File: config.mk
export PLATFORM = sky130hd
export DESIGN_NAME = bcd_display_driver_flat
export DESIGN_NICKNAME = d
export VERILOG_FILES = /design/src/rtl/bcd_display_driver_if.sv /design/src/rtl/bcd_display_driver.sv /design/src/flat_wrapper.sv
export SDC_FILE = /design/constraint.sdc
export NUM_CORES = 1
export LEC_CHECK = 0
export ABC_AREA = 0
export CAP_MARGIN = 20
export CELL_PAD_IN_SITES_DETAIL_PLACEMENT = 1
export CELL_PAD_IN_SITES_GLOBAL_PLACEMENT = 1
export CORE_MARGIN = 3
export CORE_UTILIZATION = 45
export DETAILED_ROUTE_END_ITERATION = 8
export PLACE_DENSITY_LB_ADDON = 0.15
export SYNTH_ARGS = -nofsm -noshare
export SYNTH_HDL_FRONTEND = slang
export SYNTH_SLANG_ARGS = --single-unit
File: constraint.sdc
create_clock -name clk -period 5.8 [get_ports clk]
set_input_delay 0.87 -clock clk [delete_from_list [all_inputs] [get_ports clk]]
set_output_delay 0.87 -clock clk [all_outputs]
set_load 0.03 [all_outputs]
File: src/rtl/bcd_display_driver_if.sv
// Value/display bundle for bcd_display_driver.
// master: the producer of values and consumer of the display outputs.
// slave:  the driver itself.
interface bcd_display_driver_if;
  logic [13:0] value;
  logic        value_valid;
  logic        value_ready;
  logic [15:0] bcd;
  logic        ovf;
  logic [6:0]  seg;
  logic [3:0]  an;

  modport master (
    output value, value_valid,
    input  value_ready, bcd, ovf, seg, an
  );

  modport slave (
    input  value, value_valid,
    output value_ready, bcd, ovf, seg, an
  );
endinterface

File: src/rtl/bcd_display_driver.sv
// Binary-to-BCD converter (serial double-dabble, 14 cycles per value)
// feeding a 4-digit multiplexed 7-segment display with optional
// leading-zero blanking and an overflow dash pattern.
module bcd_display_driver #(
  parameter int CLK_DIV = 50000,  // clk cycles per digit-scan step, >= 2
  parameter int LZB     = 1       // 1 = blank leading zeros, 0 = show them
) (
  input logic              clk,
  input logic              rst,
  bcd_display_driver_if.slave bus
);

  localparam int          PW        = (CLK_DIV > 2) ? $clog2(CLK_DIV) : 1;
  localparam logic [PW-1:0] PRESC_MAX = PW'(CLK_DIV - 1);
  localparam logic [3:0]  SHIFTS    = 4'd14;

  localparam logic [6:0] GLYPH_DASH  = 7'h3F;
  localparam logic [6:0] GLYPH_BLANK = 7'h7F;

  typedef enum logic {IDLE, SHIFT} state_t;

  // Converter state
  state_t      state;
  logic [13:0] shift_val;    // remaining binary bits, MSB shifted out first
  logic [15:0] scratch;      // BCD accumulator
  logic [3:0]  count;        // SHIFT cycles remaining
  logic        ovf_pending;  // latched value was above 9999
  logic [15:0] bcd_reg;
  logic        ovf_reg;

  // Display state
  logic [PW-1:0] presc;
  logic [1:0]    index;
  logic [6:0]    seg_reg;
  logic [3:0]    an_reg;

  // Double-dabble datapath
  logic [15:0] scratch_adj;
  logic [30:0] dd_next;
  logic        overflow_now;

  // Display datapath
  logic [4:0]  zero_from;    // zero_from[i]: digit i and everything above are 0
  logic [6:0]  glyph [4];

  // Decode one BCD digit to its active-low gfedcba pattern.
  // Codes 10..15 cannot come out of the converter and show blank.
  function automatic logic [6:0] glyph_of(input logic [3:0] d);
    logic [6:0] g;
    case (d)
      4'd0:    g = 7'h40;
      4'd1:    g = 7'h79;
      4'd2:    g = 7'h24;
      4'd3:    g = 7'h30;
      4'd4:    g = 7'h19;
      4'd5:    g = 7'h12;
      4'd6:    g = 7'h02;
      4'd7:    g = 7'h78;
      4'd8:    g = 7'h00;
      4'd9:    g = 7'h10;
      default: g = GLYPH_BLANK;
    endcase
    return g;
  endfunction

  // Add-3 correction on every nibble that would exceed 9 after doubling.
  generate
    for (genvar gi = 0; gi < 4; gi++) begin : g_adj
      assign scratch_adj[gi*4 +: 4] = (scratch[gi*4 +: 4] >= 4'd5)
                                      ? scratch[gi*4 +: 4] + 4'd3
                                      : scratch[gi*4 +: 4];
    end
  endgenerate

  // One left shift of {scratch, value}; bit 30 is a carry out of the
  // thousands digit, which can only happen for values above 9999.
  assign dd_next      = {scratch_adj, shift_val, 1'b0};
  assign overflow_now = ovf_pending | dd_next[30];

  // Converter FSM: accept in IDLE, run 14 shift steps, publish result.
  always_ff @(posedge clk) begin
    if (rst) begin
      state       <= IDLE;
      shift_val   <= '0;
      scratch     <= '0;
      count       <= '0;
      ovf_pending <= 1'b0;
      bcd_reg     <= '0;
      ovf_reg     <= 1'b0;
    end else begin
      case (state)
        IDLE: begin
          if (bus.value_valid) begin
            shift_val   <= bus.value;
            scratch     <= '0;
            count       <= SHIFTS;
            ovf_pending <= (bus.value > 14'd9999);
            state       <= SHIFT;
          end
        end
        SHIFT: begin
          scratch   <= dd_next[29:14];
          shift_val <= dd_next[13:0];
          count     <= count - 4'd1;
          if (count == 4'd1) begin
            bcd_reg <= overflow_now ? 16'h0000 : dd_next[29:14];
            ovf_reg <= overflow_now;
            state   <= IDLE;
          end
        end
        default: state <= IDLE;
      endcase
    end
  end

  // Ready is forced low while reset is held so no value is taken then.
  assign bus.value_ready = (state == IDLE) && !rst;
  assign bus.bcd         = bcd_reg;
  assign bus.ovf         = ovf_reg;

  // Leading-zero chain from the most significant digit downward.
  assign zero_from[4] = 1'b1;

  generate
    for (genvar gi = 0; gi < 4; gi++) begin : g_digit
      assign zero_from[gi] = (bcd_reg[gi*4 +: 4] == 4'd0) && zero_from[gi+1];

      if (gi == 0) begin : g_ones
        // The ones digit is never blanked so zero reads as "0".
        assign glyph[gi] = ovf_reg ? GLYPH_DASH : glyph_of(bcd_reg[3:0]);
      end else begin : g_upper
        logic blank_lz;
        assign blank_lz  = (LZB != 0) && zero_from[gi];
        assign glyph[gi] = ovf_reg  ? GLYPH_DASH  :
                           blank_lz ? GLYPH_BLANK :
                           glyph_of(bcd_reg[gi*4 +: 4]);
      end
    end
  endgenerate

  // Scan prescaler; on each wrap show the current digit, then advance.
  always_ff @(posedge clk) begin
    if (rst) begin
      presc   <= '0;
      index   <= 2'd0;
      seg_reg <= GLYPH_BLANK;
      an_reg  <= 4'hF;
    end else if (presc == PRESC_MAX) begin
      presc   <= '0;
      index   <= index + 2'd1;
      an_reg  <= ~(4'b0001 << index);
      seg_reg <= glyph[index];
    end else begin
      presc   <= presc + 1'b1;
    end
  end

  assign bus.seg = seg_reg;
  assign bus.an  = an_reg;

endmodule

File: src/flat_wrapper.sv
// flat-port wrapper written by rule: the top's interface ports become plain ports
module bcd_display_driver_flat 
#(
  parameter int CLK_DIV = 50000,                                         
  parameter int LZB     = 1                                                
)
  (clk, rst, bus_value, bus_value_valid, bus_value_ready, bus_bcd, bus_ovf, bus_seg, bus_an);
  bcd_display_driver_if bus_i ();
  input logic clk;
  input logic rst;
  input wire logic [$bits(bus_i.value)-1:0] bus_value;
  input wire logic [$bits(bus_i.value_valid)-1:0] bus_value_valid;
  output wire logic [$bits(bus_i.value_ready)-1:0] bus_value_ready;
  output wire logic [$bits(bus_i.bcd)-1:0] bus_bcd;
  output wire logic [$bits(bus_i.ovf)-1:0] bus_ovf;
  output wire logic [$bits(bus_i.seg)-1:0] bus_seg;
  output wire logic [$bits(bus_i.an)-1:0] bus_an;
  assign bus_i.value = bus_value;
  assign bus_i.value_valid = bus_value_valid;
  assign bus_value_ready = bus_i.value_ready;
  assign bus_bcd = bus_i.bcd;
  assign bus_ovf = bus_i.ovf;
  assign bus_seg = bus_i.seg;
  assign bus_an = bus_i.an;
  bcd_display_driver #(.CLK_DIV(CLK_DIV), .LZB(LZB)) u_core (.clk(clk), .rst(rst), .bus(bus_i));
endmodule
; After elaboration in Yosys (flattened, before gate mapping)
; Memories as Yosys holds them, arrays and structs flattened. A register that Yosys moved wholly into a read port is not among the register bits.
; Index checks and enable logic that the tools add are counted.
[classes]
add_sub_neg = 7
mul = 0
n_div = 0
magnitude_cmp = 6
n_eq_ne = 3
shifts = 1
n_mux = 32
n_bitwise = 4
reduce_logical = 10
[ops]
columns = op, count
row1 = $mux W7, 9
row2 = $mux W4, 13
row3 = $mux W16, 2
row4 = $pmux W16 S2, 1
row5 = $pmux W14 S2, 1
row6 = $add A16 B1 Y16 const B, 1
row7 = $add A4 B2 Y4 const B, 4
row8 = $eq A16 B16 Y1 const B, 1
row9 = $ge A4 B3 Y1 const B, 4
row10 = $bmux W7 S2, 1
row11 = $gt A14 B14 Y1 const B, 1
row12 = $mux W14, 1
row13 = $logic_not A4 Y1, 3
row14 = $pmux W4 S2, 1
row15 = $eq A4 B1 Y1 const B, 1
row16 = $not A4 Y4, 1
row17 = $reduce_and A2 Y1, 2
row18 = $shl A1 B2 Y4 const A, 1
row19 = $sub A4 B1 Y4 const B, 1
row20 = $ge A3 B3 Y1 const B, 1
row21 = $logic_and A1 B1 Y1, 3
row22 = $not A2 Y3, 1
row23 = $add A2 B1 Y2 const B, 1
row24 = $mux W1, 2
row25 = 6 further kinds, 6
[word_totals]
regBits = 82
latch_bits = 0
ram_bits = 0
mem_bits_ro = 448
in_bits = 17
out_inout_bits = 29
wordCells = 78
memories = 4
[memory_table]
columns = memory, depth, width, rd, rd_ports_with_merged_regs, wr, line
row1 = (no name shown), 16, 7, 1, 1, 0, bcd_display_driver.sv:50  ; case (d)
row2 = (no name shown), 16, 7, 1, 1, 0, bcd_display_driver.sv:50
row3 = (no name shown), 16, 7, 1, 1, 0, bcd_display_driver.sv:50
row4 = (no name shown), 16, 7, 1, 1, 0, bcd_display_driver.sv:50

; Depth between registers and ports, before layout
[depth]
word_depth = 8
depth_mapped = 14
mapped_depth_nobuf = 12

; Worst setup path after synthesis
; OpenSTA, ideal clock, no wires.
[synth_timing]
kind = input-to-reg
start = in rst
end = reg with a tool-made name
setup_time_ns = 0.115
arrival_ns = 2.692
required_ns = 5.685
path_slack_ns = 2.993
stages = 7
path_buffers = 1
cell_sequence = inv_1 -> clkbuf_1 -> nand2_1 -> o32ai_1 -> inv_1 -> ha_1 -> o21a_1
[synth_lines]
columns = item, line
row1 = start: declaration, flat_wrapper.sv:10  ; input logic rst;

==> metrics.cfg <==
[synth]
synth_top_area_cell = dfxtp_1
yosysWarnings = 0
yosysTopAreaCellShare_pct = 40.1
synth_area_sq_um = 5490
yosysSeqAreaShare_pct = 40.1
syn-num-nets = 692
async_flop_share_pct = 0
synth_edf_count = 0
syn-instance-count = 640
ys_seq_elements = 110
syn_area_per_cell_sq_um = 8.58
synthFlopType = dfxtp_1
ys_top_cells_by_area = dfxtp_1 40%, ha_1 8.0%, nor2_1 7.0%, a21oi_1 5.9%, mux2i_1 4.0%
synth_cell_types = 61

[sta]
rsz0062_at_grt = no
layout_min_cycle_time_ns = 3.37
finalMaxSlewViolations = 0
hold_slack_ns = 0.481
finalHoldViolCount = 0
skew_ns = 0.00598
clock.fmax_mhz = 297
worst_pin_slew_ns = 0.870
max_slew_margin_pct = 41.2
setup_viol = 0
post-route-period-util_pct = 58.1
timing.setup.tns_ns = 0

[routing]
drt_iter0_markers = 192
drc = 0
first_pass_iters = 4
routed_wl_um = 14000
ant_nets = 0
vias_per_cell = 5.65
vias = 4609
wire_per_inst_um = 17.2

[grt]
gr-usage-all-layers_pct = 21.6
grt_pass1_vias = 4602
grt_overflow = 0
grt_first_pass_wirelength_um = 23100
grt_antenna_before_repair = 0
grt_max_degree = 73

[clock_tree]
clkLatencyLatePin_ns = 0.36
cts_sinks = 110
cts_resized = 0
cts_buffers = 9
clkTransAtPathRegs_ns = 0.07
cts_root_buf = clkbuf_16
cts_setup_buffers = 0
cts_max_level = 3
holdBufCountCts = 0
clk_path_buf_depth = 2
cts_tree = done

[power]
p_leak_nw = 2.56
p_per_area_nw_per_um2 = 241
power.total_mw = 1.53
intPower_mw = 1.20
p_switching_mw = 0.329
power_frac_seq_pct = 50.8
power_frac_comb_pct = 5.3
switching_share_pct = 21.5
p_clk_share_pct = 43.9
ir_worst_vdd_mv = 0.181

[flow_run]
maxCapViolCount = 0

[setup_path]
critPathTopFamily = compound AO/OA/AOI/OAI gates
cpMaxStageDelayCell = nand4bb_1
cpPeakStageDelay_ns = 0.61
worst-path-buf-inv = 1
critPathKind = reg2reg
crit_chain = buf_4 -> nand4bb_1 -> nor2_1 -> a41oi_1 -> a211oi_1 -> mux2i_1 -> a21boi_1
crit_path_start_kind = register
arrival_ns = 3.60
crit_required_ns = 6.03
crit_path_end_kind = register
critPathMaxFanout = 72

[finish]
area_growth_pct = 15.5
final_layout_size_suffix_gt1_share_pct = 5.79
fin_nets = 721
fin_area_sq_um = 6340
post-route-util_pct = 54.4
diodes = 0

[min_path]
hold_class = reg2reg

[floorplan]
fp.dieH_um = 116
ios = 46
die_w_um = 116
start_util_pct = 47.1
rows = 39
core-area_sq_um = 11700
dieArea_sq_um = 13600

[placed_design]
gp_congestion = 0.861
port-buffer-count = 45
dpl.hpwl_um = 10100
placed_area_sq_um = 6020

[status]
status = finished, final reports clean

==> cells by family (layout without fill, tap and decap cells) <==
group	count (synthesis)	after routing	share of synthesized area (%)
buffers and inverters	67	100	4.88
XOR/XNOR	19	19	3.03
adder cells (fa/ha/maj)	35	35	7.97
flip-flops	110	110	40.1
AND/OR/NAND/NOR	227	227	20.2
multiplexers	23	23	4.22
AO/OA/AOI/OAI	159	159	19.6
==> worst paths after layout <==
path | startpoint | endpoint | slack, ns | cells past startpoint
setup / recovery | u_core.state$_SDFF_PP0_ | register | 2.43 | 7
hold / removal | u_core.presc[0]$_SDFF_PP0_ | u_core.presc[0]$_SDFF_PP0_ | 0.48 | 1
setup reg to reg | u_core.state$_SDFF_PP0_ | register | 2.43 | 7
hold reg to reg | u_core.presc[0]$_SDFF_PP0_ | u_core.presc[0]$_SDFF_PP0_ | 0.48 | 1
==> per-stage QoR <==
step,instances,setup slack [ns]
CTS,816,2.44
detailed placement,801,2.29
global route,816,2.09
global placement,801,2.42
finish,816,2.43
floorplan,640,2.99
==> layer usage <==
metal	track usage (%)	vias up	wire length (um)	share of wire [%]
met5	0	-	0	0
met4	6.11	0	236	1.7
met3	5.23	18	634	4.5
met2	35.9	70	6860	49
met1	28.1	2229	6280	45
li1	-	2292	-	-
==> worst reg2reg max path: stages (launching register included) <==
cell       delay, ns
dfxtp_2         0.31
buf_4           0.52
nand4bb_1       0.62
nor2_1          0.44
a41oi_1         0.45
a211oi_1        0.61
mux2i_1         0.14
a21boi_1        0.15
==> power by group through the flow <==
stage	combinational [mW]	sequential, mW	clock (mW)
finish	0.0817	0.776	0.671
global placement	0.0797	0.792	0
detailed placement	0.0824	0.793	0
floorplan	0.0568	0.791	0
CTS	0.0831	0.776	0.684
global route	0.0925	0.777	0.713
==> final cells by class <==
type	instances	area [sq um]
Clock buffer	12	256
Clock inverter	3	67.6
Fill cell	1390	5320
Inverter	35	131
Multi-Input combinational cell	463	3020
Sequential cell	110	2200
Tap cell	143	179
Timing Repair Buffer	50	483
==> Yosys cell counts, types with 2 or more instances <==
| cell type | n |
|---|---|
| a211oi_1 | 8 |
| a21o_1 | 3 |
| ha_1 | 35 |
| o32ai_1 | 7 |
| nand2b_2 | 2 |
| buf_2 | 7 |
| nor3_1 | 9 |
| o21ai_1 | 2 |
| dfxtp_1 | 110 |
| o22a_1 | 4 |
| xor2_1 | 12 |
| inv_1 | 33 |
| mux2i_1 | 22 |
| and2_1 | 7 |
| a21oi_1 | 65 |
| nand2b_1 | 10 |
| or3_1 | 5 |
| and3_1 | 11 |
| a31o_2 | 2 |
| o21ai_0 | 15 |
| nor2_1 | 102 |
| xnor2_1 | 7 |
| or4_1 | 3 |
| nand2_1 | 35 |
| a21boi_1 | 2 |
| clkbuf_1 | 14 |
| o211ai_1 | 4 |
| o21a_1 | 10 |
| o221ai_1 | 6 |
| nand4_1 | 4 |
| nand3_1 | 11 |
| a41oi_1 | 2 |
| a22oi_1 | 4 |
| nor2b_1 | 4 |
| nor3b_1 | 10 |
| o31ai_1 | 7 |
| buf_1 | 10 |
| nor4_1 | 3 |
| a31oi_4 | 4 |
| a31oi_1 | 8 |
==> cell usage in the layout (no fill, tap or decap), types with 4 or more instances in the layout <==
master,instances
mux2i_1,22
or3_1,5
xnor2_1,7
ha_1,35
o22a_1,4
and2_1,7
o32ai_1,7
a22oi_1,4
xor2_1,12
nand3_1,11
nand2b_1,10
and3_1,11
a211oi_1,8
clkbuf_16,9
nor2b_1,4
o211ai_1,4
clkdlybuf4s50_1,44
a31oi_1,8
nand4_1,4
o21ai_0,15
nor3b_1,10
o31ai_1,7
buf_4,5
o221ai_1,6
nand2_1,35
inv_1,33
o21a_1,10
dfxtp_1,109
a31oi_4,4
a21oi_1,65
nor3_1,9
nor2_1,102
No activity file was read; power rests on OpenSTA's default activity.
